===== src/rtl/stump_mem_responder.sv =====
// Memory/IO responder for the STUMP processor: on-chip RAM, an LED register, a
// free-running cycle counter and switch inputs behind a request/ready handshake.
module stump_mem_responder #(
  parameter int WAIT_STATES = 1,
  parameter int RAM_ABITS   = 8
) (
  input  logic        clk,
  input  logic        rst,
  input  logic [15:0] address,
  input  logic [15:0] wdata,
  input  logic        mem_ren,
  input  logic        mem_wen,
  input  logic [7:0]  switches,
  output logic [15:0] rdata,
  output logic        mem_ready,
  output logic [7:0]  leds,
  output logic        bus_err
);

  // state   | meaning
  // IDLE    | waiting for mem_ren/mem_wen; request latched when seen
  // WAIT    | counting down the configured wait states
  // RESPOND | access completed at entry; mem_ready high for this cycle
  typedef enum logic [1:0] {
    S_IDLE    = 2'd0,
    S_WAIT    = 2'd1,
    S_RESPOND = 2'd2
  } state_t;

  localparam logic [3:0]  WS_LOAD   = 4'(WAIT_STATES);
  localparam logic [16:0] RAM_WORDS = 17'(2 ** RAM_ABITS);
  localparam logic [15:0] ADDR_LED  = 16'hFF00;
  localparam logic [15:0] ADDR_CYC  = 16'hFF01;
  localparam logic [15:0] ADDR_SW   = 16'hFF02;

  state_t      state_q, state_d;
  logic [3:0]  wait_cnt_q, wait_cnt_d;
  logic [15:0] addr_q, addr_d;
  logic [15:0] wdata_q, wdata_d;
  logic        ren_q, ren_d;
  logic        wen_q, wen_d;
  logic [15:0] rdata_q, rdata_d;
  logic [15:0] led_q, led_d;
  logic [15:0] cyc_q, cyc_d;
  logic        bus_err_q, bus_err_d;

  logic [15:0] ram [2 ** RAM_ABITS];

  logic        commit;
  logic [15:0] op_addr;
  logic [15:0] op_wdata;
  logic        op_ren;
  logic        op_wen;
  logic        is_ram;
  logic        ram_we;
  logic [RAM_ABITS-1:0] ram_idx;

  // With zero wait states the access completes on the sampling edge itself,
  // so the live request is used instead of the (not yet loaded) latched copy.
  always_comb begin
    if (state_q == S_IDLE) begin
      op_addr  = address;
      op_wdata = wdata;
      op_ren   = mem_ren;
      op_wen   = mem_wen;
    end else begin
      op_addr  = addr_q;
      op_wdata = wdata_q;
      op_ren   = ren_q;
      op_wen   = wen_q;
    end
  end

  assign is_ram  = ({1'b0, op_addr} < RAM_WORDS);
  assign ram_idx = op_addr[RAM_ABITS-1:0];

  always_comb begin
    state_d    = state_q;
    wait_cnt_d = wait_cnt_q;
    addr_d     = addr_q;
    wdata_d    = wdata_q;
    ren_d      = ren_q;
    wen_d      = wen_q;
    commit     = 1'b0;

    case (state_q)
      S_IDLE: begin
        if (mem_ren || mem_wen) begin
          addr_d     = address;
          wdata_d    = wdata;
          ren_d      = mem_ren;
          wen_d      = mem_wen;
          wait_cnt_d = WS_LOAD;
          if (WS_LOAD == 4'd0) begin
            state_d = S_RESPOND;
            commit  = 1'b1;
          end else begin
            state_d = S_WAIT;
          end
        end
      end
      S_WAIT: begin
        wait_cnt_d = wait_cnt_q - 4'd1;
        if (wait_cnt_q <= 4'd1) begin
          state_d = S_RESPOND;
          commit  = 1'b1;
        end
      end
      S_RESPOND: state_d = S_IDLE;
      default:   state_d = S_IDLE;
    endcase
  end

  // Access decode: evaluated only on the edge that enters RESPOND.
  always_comb begin
    rdata_d   = rdata_q;
    led_d     = led_q;
    bus_err_d = bus_err_q;
    cyc_d     = cyc_q + 16'd1;
    ram_we    = 1'b0;

    if (commit) begin
      if (op_ren && op_wen) begin
        rdata_d   = 16'h0000;
        bus_err_d = 1'b1;
      end else if (op_wen) begin
        if (is_ram) begin
          ram_we = !rst;
        end else if (op_addr == ADDR_LED) begin
          led_d = op_wdata;
        end else if (op_addr != ADDR_CYC && op_addr != ADDR_SW) begin
          bus_err_d = 1'b1;
        end
      end else begin
        if (is_ram) begin
          rdata_d = ram[ram_idx];
        end else if (op_addr == ADDR_LED) begin
          rdata_d = led_q;
        end else if (op_addr == ADDR_CYC) begin
          rdata_d = cyc_q;
        end else if (op_addr == ADDR_SW) begin
          rdata_d = {8'h00, switches};
        end else begin
          rdata_d   = 16'h0000;
          bus_err_d = 1'b1;
        end
      end
    end
  end

  always_ff @(posedge clk) begin
    if (rst) begin
      state_q    <= S_IDLE;
      wait_cnt_q <= 4'd0;
      addr_q     <= 16'h0000;
      wdata_q    <= 16'h0000;
      ren_q      <= 1'b0;
      wen_q      <= 1'b0;
      rdata_q    <= 16'h0000;
      led_q      <= 16'h0000;
      cyc_q      <= 16'h0000;
      bus_err_q  <= 1'b0;
    end else begin
      state_q    <= state_d;
      wait_cnt_q <= wait_cnt_d;
      addr_q     <= addr_d;
      wdata_q    <= wdata_d;
      ren_q      <= ren_d;
      wen_q      <= wen_d;
      rdata_q    <= rdata_d;
      led_q      <= led_d;
      cyc_q      <= cyc_d;
      bus_err_q  <= bus_err_d;
    end
  end

  // RAM contents are deliberately left unreset.
  always_ff @(posedge clk) begin
    if (ram_we) begin
      ram[ram_idx] <= op_wdata;
    end
  end

  assign rdata     = rdata_q;
  assign mem_ready = (state_q == S_RESPOND);
  assign leds      = led_q[7:0];
  assign bus_err   = bus_err_q;

endmodule


===== config.mk =====
export PLATFORM = sky130hd
export DESIGN_NAME = stump_mem_responder
export DESIGN_NICKNAME = d
export VERILOG_FILES = /design/src/rtl/stump_mem_responder.sv
export SDC_FILE = /design/constraint.sdc
export NUM_CORES = 2
export LEC_CHECK = 0
export CAP_MARGIN = 0
export CORE_AREA = 2 2 360 718
export CTS_CLUSTER_DIAMETER = 150
export DETAILED_ROUTE_END_ITERATION = 16
export DIE_AREA = 0 0 362 720
export PLACE_DENSITY_LB_ADDON = 0.2
export SLEW_MARGIN = 20
export SYNTH_ARGS = -nofsm -noshare
export SYNTH_HDL_FRONTEND = slang
export SYNTH_SLANG_ARGS = --single-unit

===== constraint.sdc =====
create_clock -name clk -period 13.7 [get_ports clk]
set_clock_uncertainty 0.2 [all_clocks]
set_input_delay 1.37 -clock clk [delete_from_list [all_inputs] [get_ports clk]]
set_output_delay 1.37 -clock clk [all_outputs]
set_load 0.01 [all_outputs]

==> summary.md <==
| Metric | Value |
|---|---|
| Clock latency on the worst-skew pair | `930 ps` |
| Clock Sinks | `4185` |
| Post-synth EDFFs | `4096` |
| Final setup vio count | `0` |
| VDD IR max | `122.7 µV` |
| Most common cell after layout, fill and taps aside | `edfxtp_1` |
| HPWL after DPL | `267.8 mm` |
| Die Y-Extent | `720 µm` |
| Crit share post-route | `0.5026` |
| Most used DFF post-synth | `edfxtp_1` |
| Post-cts resize count | `0` |
| Number of DRC markers in iteration 0 | `15898` |
| DRT Wirelength | `474.1 mm` |
| Final Max Slew Viols | `0` |
| Setup repair bufs after CTS | `0` |
| Starting Density | `0.5988` |
| CP Class | `input port to register` |
| Slowest stage cell on the critical path | `o41ai_1` |
| Yosys cell types | `54` |
| CP arrival | `7510 ps` |
| Mean Syn Cell Area | `16.89 µm²` |
| Clock slew at reported path FFs | `70 ps` |
| Post-synthesis sequential area ratio | `0.8182` |
| GR peak layer | `met2` |
| Most frequent cells in the layout | `edfxtp_1 (4096), o22ai_1 (1925), o21ai_0 (967), buf_4 (404), clkbuf_16 (345)` |
| Routability Congestion | `0.9096` |
| DR DRC count | `0` |
| Setup TNS | `0 ps` |
| Grt met1 use | `0.4084` |
| Crit path required time | `14320 ps` |
| Tightest Pin Transition | `1379 ps` |
| Layout cells sized above 1 | `0.1099` |
| Area Overhead vs Synth | `11.04%` |
| Detailed-router iteration count before antenna repair | `9` |
| First-pass GRT wire length | `657.5 mm` |
| Met2 Use GR | `0.5732` |
| Hold crit path type | `register to register` |
| CTS tree | `done` |
| IO Count | `70` |
| Util after Layout | `0.6648` |
| Met3 usage | `0.07768` |
| Max transition margin | `0.07076` |
| Mapped Area | `152500 µm²` |
| Outcome | `finished, final reports clean` |
| GR Overflow Total | `0` |
| Port Buffers | `69` |
| Sequential Area | `124800 µm²` |
| R2R setup slack | `6900 ps` |
| CP Launch Type | `input port` |
| CP peak stage delay | `1120 ps` |
| Vias in the first global route | `90563` |
| Clk buf depth | `4` |
| Maximum capacitance violations | `0` |
| Final hold viol count | `0` |
| Row count | `262` |
| Syn Inst Count | `9028` |
| Initial antenna violation count | `32` |
| Ys Warns | `0` |
| Yosys reg bits | `4185` |
| Critical Path, Cell by Cell | `clkdlybuf4s50_1 -> or4b_1 -> o21a_4 -> buf_4 -> buf_4 -> o22ai_1 -> o21ai_0 -> a41oi_1 -> o41ai_1 -> nand3_1 -> o22a_1 -> a211oi_1` |
| Vias/cell | `7.354` |
| Nets | `9240` |
| Vias | `94091` |
| Fill cells | `16712` |
| Worst setup EP type | `register` |
| Die area | `260600 µm²` |
| Core ar. | `254700 µm²` |
| H-tree depth | `5` |
| Final worst path period need | `6886 ps` |
| Largest net degree at the start of global routing | `172` |
| Cts-stage hold buffer count | `0` |
| Total track usage | `0.3555` |
| Post-synth ARST share | `0` |
| Clock root cell | `clkbuf_16` |
| Multi-input gate area | `25180 µm²` |
| Post-route ant nets | `0` |
| Most used cell, CP | `buf_4` |
| Fmax | `145.2 MHz` |
| Synthesized Nets | `9075` |
| RSZ-0062 raised after global routing | `false` |
| Leakage | `50.81 nW` |
| Worst Path Max Fanout | `71` |
| Power density cells | `165.7 nW/µm²` |
| Detailed-route wire length per cell | `37.05 µm` |
| Inserted Clock Buffers | `340` |
| Overall die width | `362 µm` |
## synthesized netlist by cell type, types with 4 or more instances
cell type | instances | area [µm²]
nand2b_1 | 11 | 68.82
buf_4 | 74 | 555.5
nand3_1 | 44 | 220.2
o22a_1 | 5 | 43.79
nor2b_1 | 4 | 25.02
o22ai_1 | 1925 | 12040
o31ai_1 | 5 | 37.54
o21a_1 | 12 | 90.09
a22oi_1 | 135 | 1013
a211oi_1 | 7 | 52.55
a41oi_1 | 230 | 2014
nand2_1 | 158 | 593.1
a222oi_1 | 11 | 110.1
o31a_1 | 4 | 35.03
buf_2 | 295 | 1476
inv_1 | 10 | 37.54
nor2_1 | 322 | 1209
or4_1 | 13 | 97.59
and3_1 | 9 | 56.30
o21ai_0 | 973 | 4870
xor2_1 | 12 | 105.1
nor4_1 | 16 | 100.1
buf_6 | 9 | 101.4
dfxtp_1 | 89 | 1782
buf_1 | 25 | 93.84
nor3_1 | 16 | 80.08
or3_1 | 4 | 25.02
nand4_1 | 26 | 162.7
edfxtp_1 | 4096 | 123000
o41ai_1 | 50 | 437.9
a21oi_1 | 113 | 565.5
o21ai_1 | 24 | 120.1
clkbuf_1 | 271 | 1017
## logic make-up (layout without fill, tap and decap cells)
family,after synthesis,in the layout,synth area share
adder cells (fa/ha/maj),3,3,0.0002461
buffers and inverters,684,1119,0.02152
AO/OA/AOI/OAI,3509,3509,0.1414
XOR/XNOR,14,14,0.0008040
flip-flops,4185,4185,0.8182
AND/OR/NAND/NOR,633,633,0.01785
other,0,32,0
## final timing paths
| kind | cells past startpoint | to | from |
|---|---|---|---|
| worst max-delay path | 12 | rdata[2] | address[1] |
| worst min register to register | 2 | wdata_q[5] | wdata_q[5] |
| worst max register to register | 13 | rdata[0] | state_q[0] |
| worst min-delay path | 2 | wdata_q[5] | wdata_q[5] |
## critical path, delay by kind of cell
kind | cells | cell delay, ps
AOI/OAI and AO/OA | 7 | 3120
buffers and inverters | 3 | 2110
and+or+nand+nor | 2 | 800
## stage by stage
stage               setup WS [ps]  instance area [µm²]  instances  total power [mW]  hold slack [ps]
floorplan                    7752               152500       9028             16.94            225.2
global placement             5717               158000      12145             18.26            237.0
detailed placement           6195               158200      12150             18.35            252.4
CTS                          7008               169200      12762             27.92            261.9
global route                 6957               169300      12767             28.55            281.5
finish                       6814               169300      12795             28.06            261.0
## power breakdown
group	switching [mW]	internal [mW]	total [mW]
Clock	4.48	5.36	9.83
Combinational	2.86	0.733	3.59
Sequential	0.0275	14.6	14.6
## sequential cells by signal (all words and copies together), names as in the netlist
register,cells
rdata,16
led_q,16
wait_cnt_q,4
cyc_q,16
wdata_q,16
bus_err,1
ram,4096
wen_q,1
ren_q,1
state_q,2
addr_q,16
## per-layer routing
| metal | vias up | share of wire |
|---|---|---|
| li1 | 37924 | - |
| met1 | 47225 | 0.31 |
| met2 | 7233 | 0.48 |
| met3 | 1691 | 0.11 |
| met4 | 18 | 0.096 |
| met5 | - | 0.00026 |
## cell type report
type,count,share of cell area
clock buffer,408,0.05244
timing repair buffer,497,0.02460
clock inverter,204,0.01235
multi-input combinational,4159,0.1487
inverter,10,0.0002217
tap,3300,0.02438
sequential,4185,0.7369
antenna,32,0.0004729
Note: power is estimated with default switching activity, not from simulation.
==> RTL change: new RTL, same flow settings <==
Add an input register stage for `switches`; this delays it by one clock. The other inputs are not delayed to match.
--- a/src/rtl/stump_mem_responder.sv
+++ b/src/rtl/stump_mem_responder.sv
@@ -33,4 +33,10 @@
   localparam logic [15:0] ADDR_CYC  = 16'hFF01;
   localparam logic [15:0] ADDR_SW   = 16'hFF02;
+
+  logic [7:0] switches_q;
+
+  always_ff @(posedge clk) begin
+    switches_q <= switches;
+  end
 
   state_t      state_q, state_d;
@@ -140,5 +146,5 @@
           rdata_d = cyc_q;
         end else if (op_addr == ADDR_SW) begin
-          rdata_d = {8'h00, switches};
+          rdata_d = {8'h00, switches_q};
         end else begin
           rdata_d   = 16'h0000;
Function: not settled (the Yosys comparison gave no result); the edit may change what the design does.
==> RTL change against the unedited design <==
  * Synthesized cell count is essentially flat
  * Routed wire length shrank 1.0%
  * Register-to-register slack lost 320 ps
  * Setup slack lost 240 ps
  * Combinational power is essentially flat
  * Sequential cell count grew 8
  * Design area shrank 0.11%
  * First-iteration DRC count shrank 2.8%
  * Synthesized area grew 0.16%
  * Power shrank 1.4%
  * Critical endpoint is now rdata[1]
  * Largest cell class unchanged
  * Highest routed layer unchanged
==> RTL change: results (changes against the unedited design) <==
* Status: completed
* Largest net degree at the start of global routing at 189 (+9.9%)
* Reg2Reg Launch Point: state_q[1]
* Top post-synthesis cells by area: edfxtp_1 81%, o22ai_1 7.9%, o21ai_0 2.7%
* Global-route wire length before repair at 652300 um (-0.79%)
* Post-synth net total at 9078 (+0.033%)
* Max_slew headroom at 0.1561 (+0.08535)
* Seq/Total Area, Yosys at 0.8179 (about the same)
* Total track usage at 0.3524 (-0.003096)
* CTS Buf Count at 333 (-2.1%)
* Max VDD drop at 104.2 uV (-15%)
* Routability cong. at 0.9214 (+1.3%)
* Detailed placer's ending HPWL at 268700 um (+0.34%)
* Reg2Reg Setup Slack at 6580 ps (-320 ps)
* Latest clock arrival within the worst-skew pair at 910 ps (-20 ps)
* Hold Startpoint: wdata_q[4]
* Nets at 9247 (+0.076%)
* Area after DPL at 158600 um2 (+0.26%)
* Crit path largest cell delay at 1050 ps (-70 ps)
* Static leakage at 50.73 nW (-0.16%)
* Initial antenna violation count at 23 (-28%)
* Hold path endpoint: wdata_q[4]
* First-pass DRT Iterations at 8 (-1)
* Critical Path Fanout Max at 133 (+87%)
* Synth unique cells at 53 (-1.9%)
* Reg2reg end: rdata[1]
* Synth cell count leaders: 4096 x edfxtp_1, 1926 x o22ai_1, 833 x o21ai_0, 396 x buf_2, 317 x nor2_1
* Arr. time, crit path at 7750 ps (+240 ps)
* Layout cells sized above 1 at 0.1081 (-0.001845)
* Via count at 93810 (-0.29%)
* Routed length per instance at 36.66 um (-1.0%)
[RTL change: worst max path at each step]
stage | from | end | slack, ps | cells past startpoint
5_1_grt | state_q[1] | rdata[1] | 6570 | 13
3_5_place_dp | address[0] | rdata[1] | 5900 | 13
3_3_place_gp | address[1] | rdata[12] | 6000 | 13
4_1_cts | state_q[1] | rdata[1] | 6770 | 13
6_report | state_q[1] | rdata[1] | 6580 | 13
2_1_floorplan | state_q[1] | ram[0][0] | 7940 | 8
[RTL change: cell families after synthesis]
kind of cell	synth area share
xor+xnor	0.0008600
flops	0.8179
compound gates	0.1418
buf+inv	0.02194
fa+ha+maj	0.0002457
simple gates	0.01727
[RTL change: per-stage QoR]
stage	hold WS [ps]	util	total power, mW	setup WS, ps	instances
floorplan	226.0	-	16.99	7942	9031
global placement	242.5	0.6220	18.32	6001	12160
detailed placement	251.6	0.6227	18.40	5903	12160
CTS	260.6	0.6633	27.57	6774	12760
global route	274.9	0.6639	28.21	6572	12780
finish	263.5	0.6641	27.67	6578	12800
[RTL change: worst min-delay path, delay by kind of cell (launching register included)]
family / cells / cell delay (ps)
simple gates: 1 / 50
compound gates: 1 / 50
flops: 1 / 310
[RTL change: layout make-up]
class                   instances  area, um2  area share
flip-flops and latches       4193     124900      0.7386
multi-input cells            4156      25350      0.1499
clock buffers                 414       8793     0.05199
repair buffers                507       4265     0.02522
well taps                    3300       4129     0.02441
clock inverters               179       1538    0.009091
diodes                         38      95.09   0.0005622
inverters                       9      33.78   0.0001997
[RTL change: routing by layer]
layer	global-route usage	routed length, um
met1	0.4150	148300
met4	0.2949	45100
met5	0	52
met3	0.06576	51350
met2	0.5644	224300
[RTL change: where the power goes]
part / internal [mW] / switching, mW
Sequential: 14.6 / 0.0288
Clock: 5.03 / 4.38
Combinational: 0.746 / 2.86
Total: 20.4 / 7.27
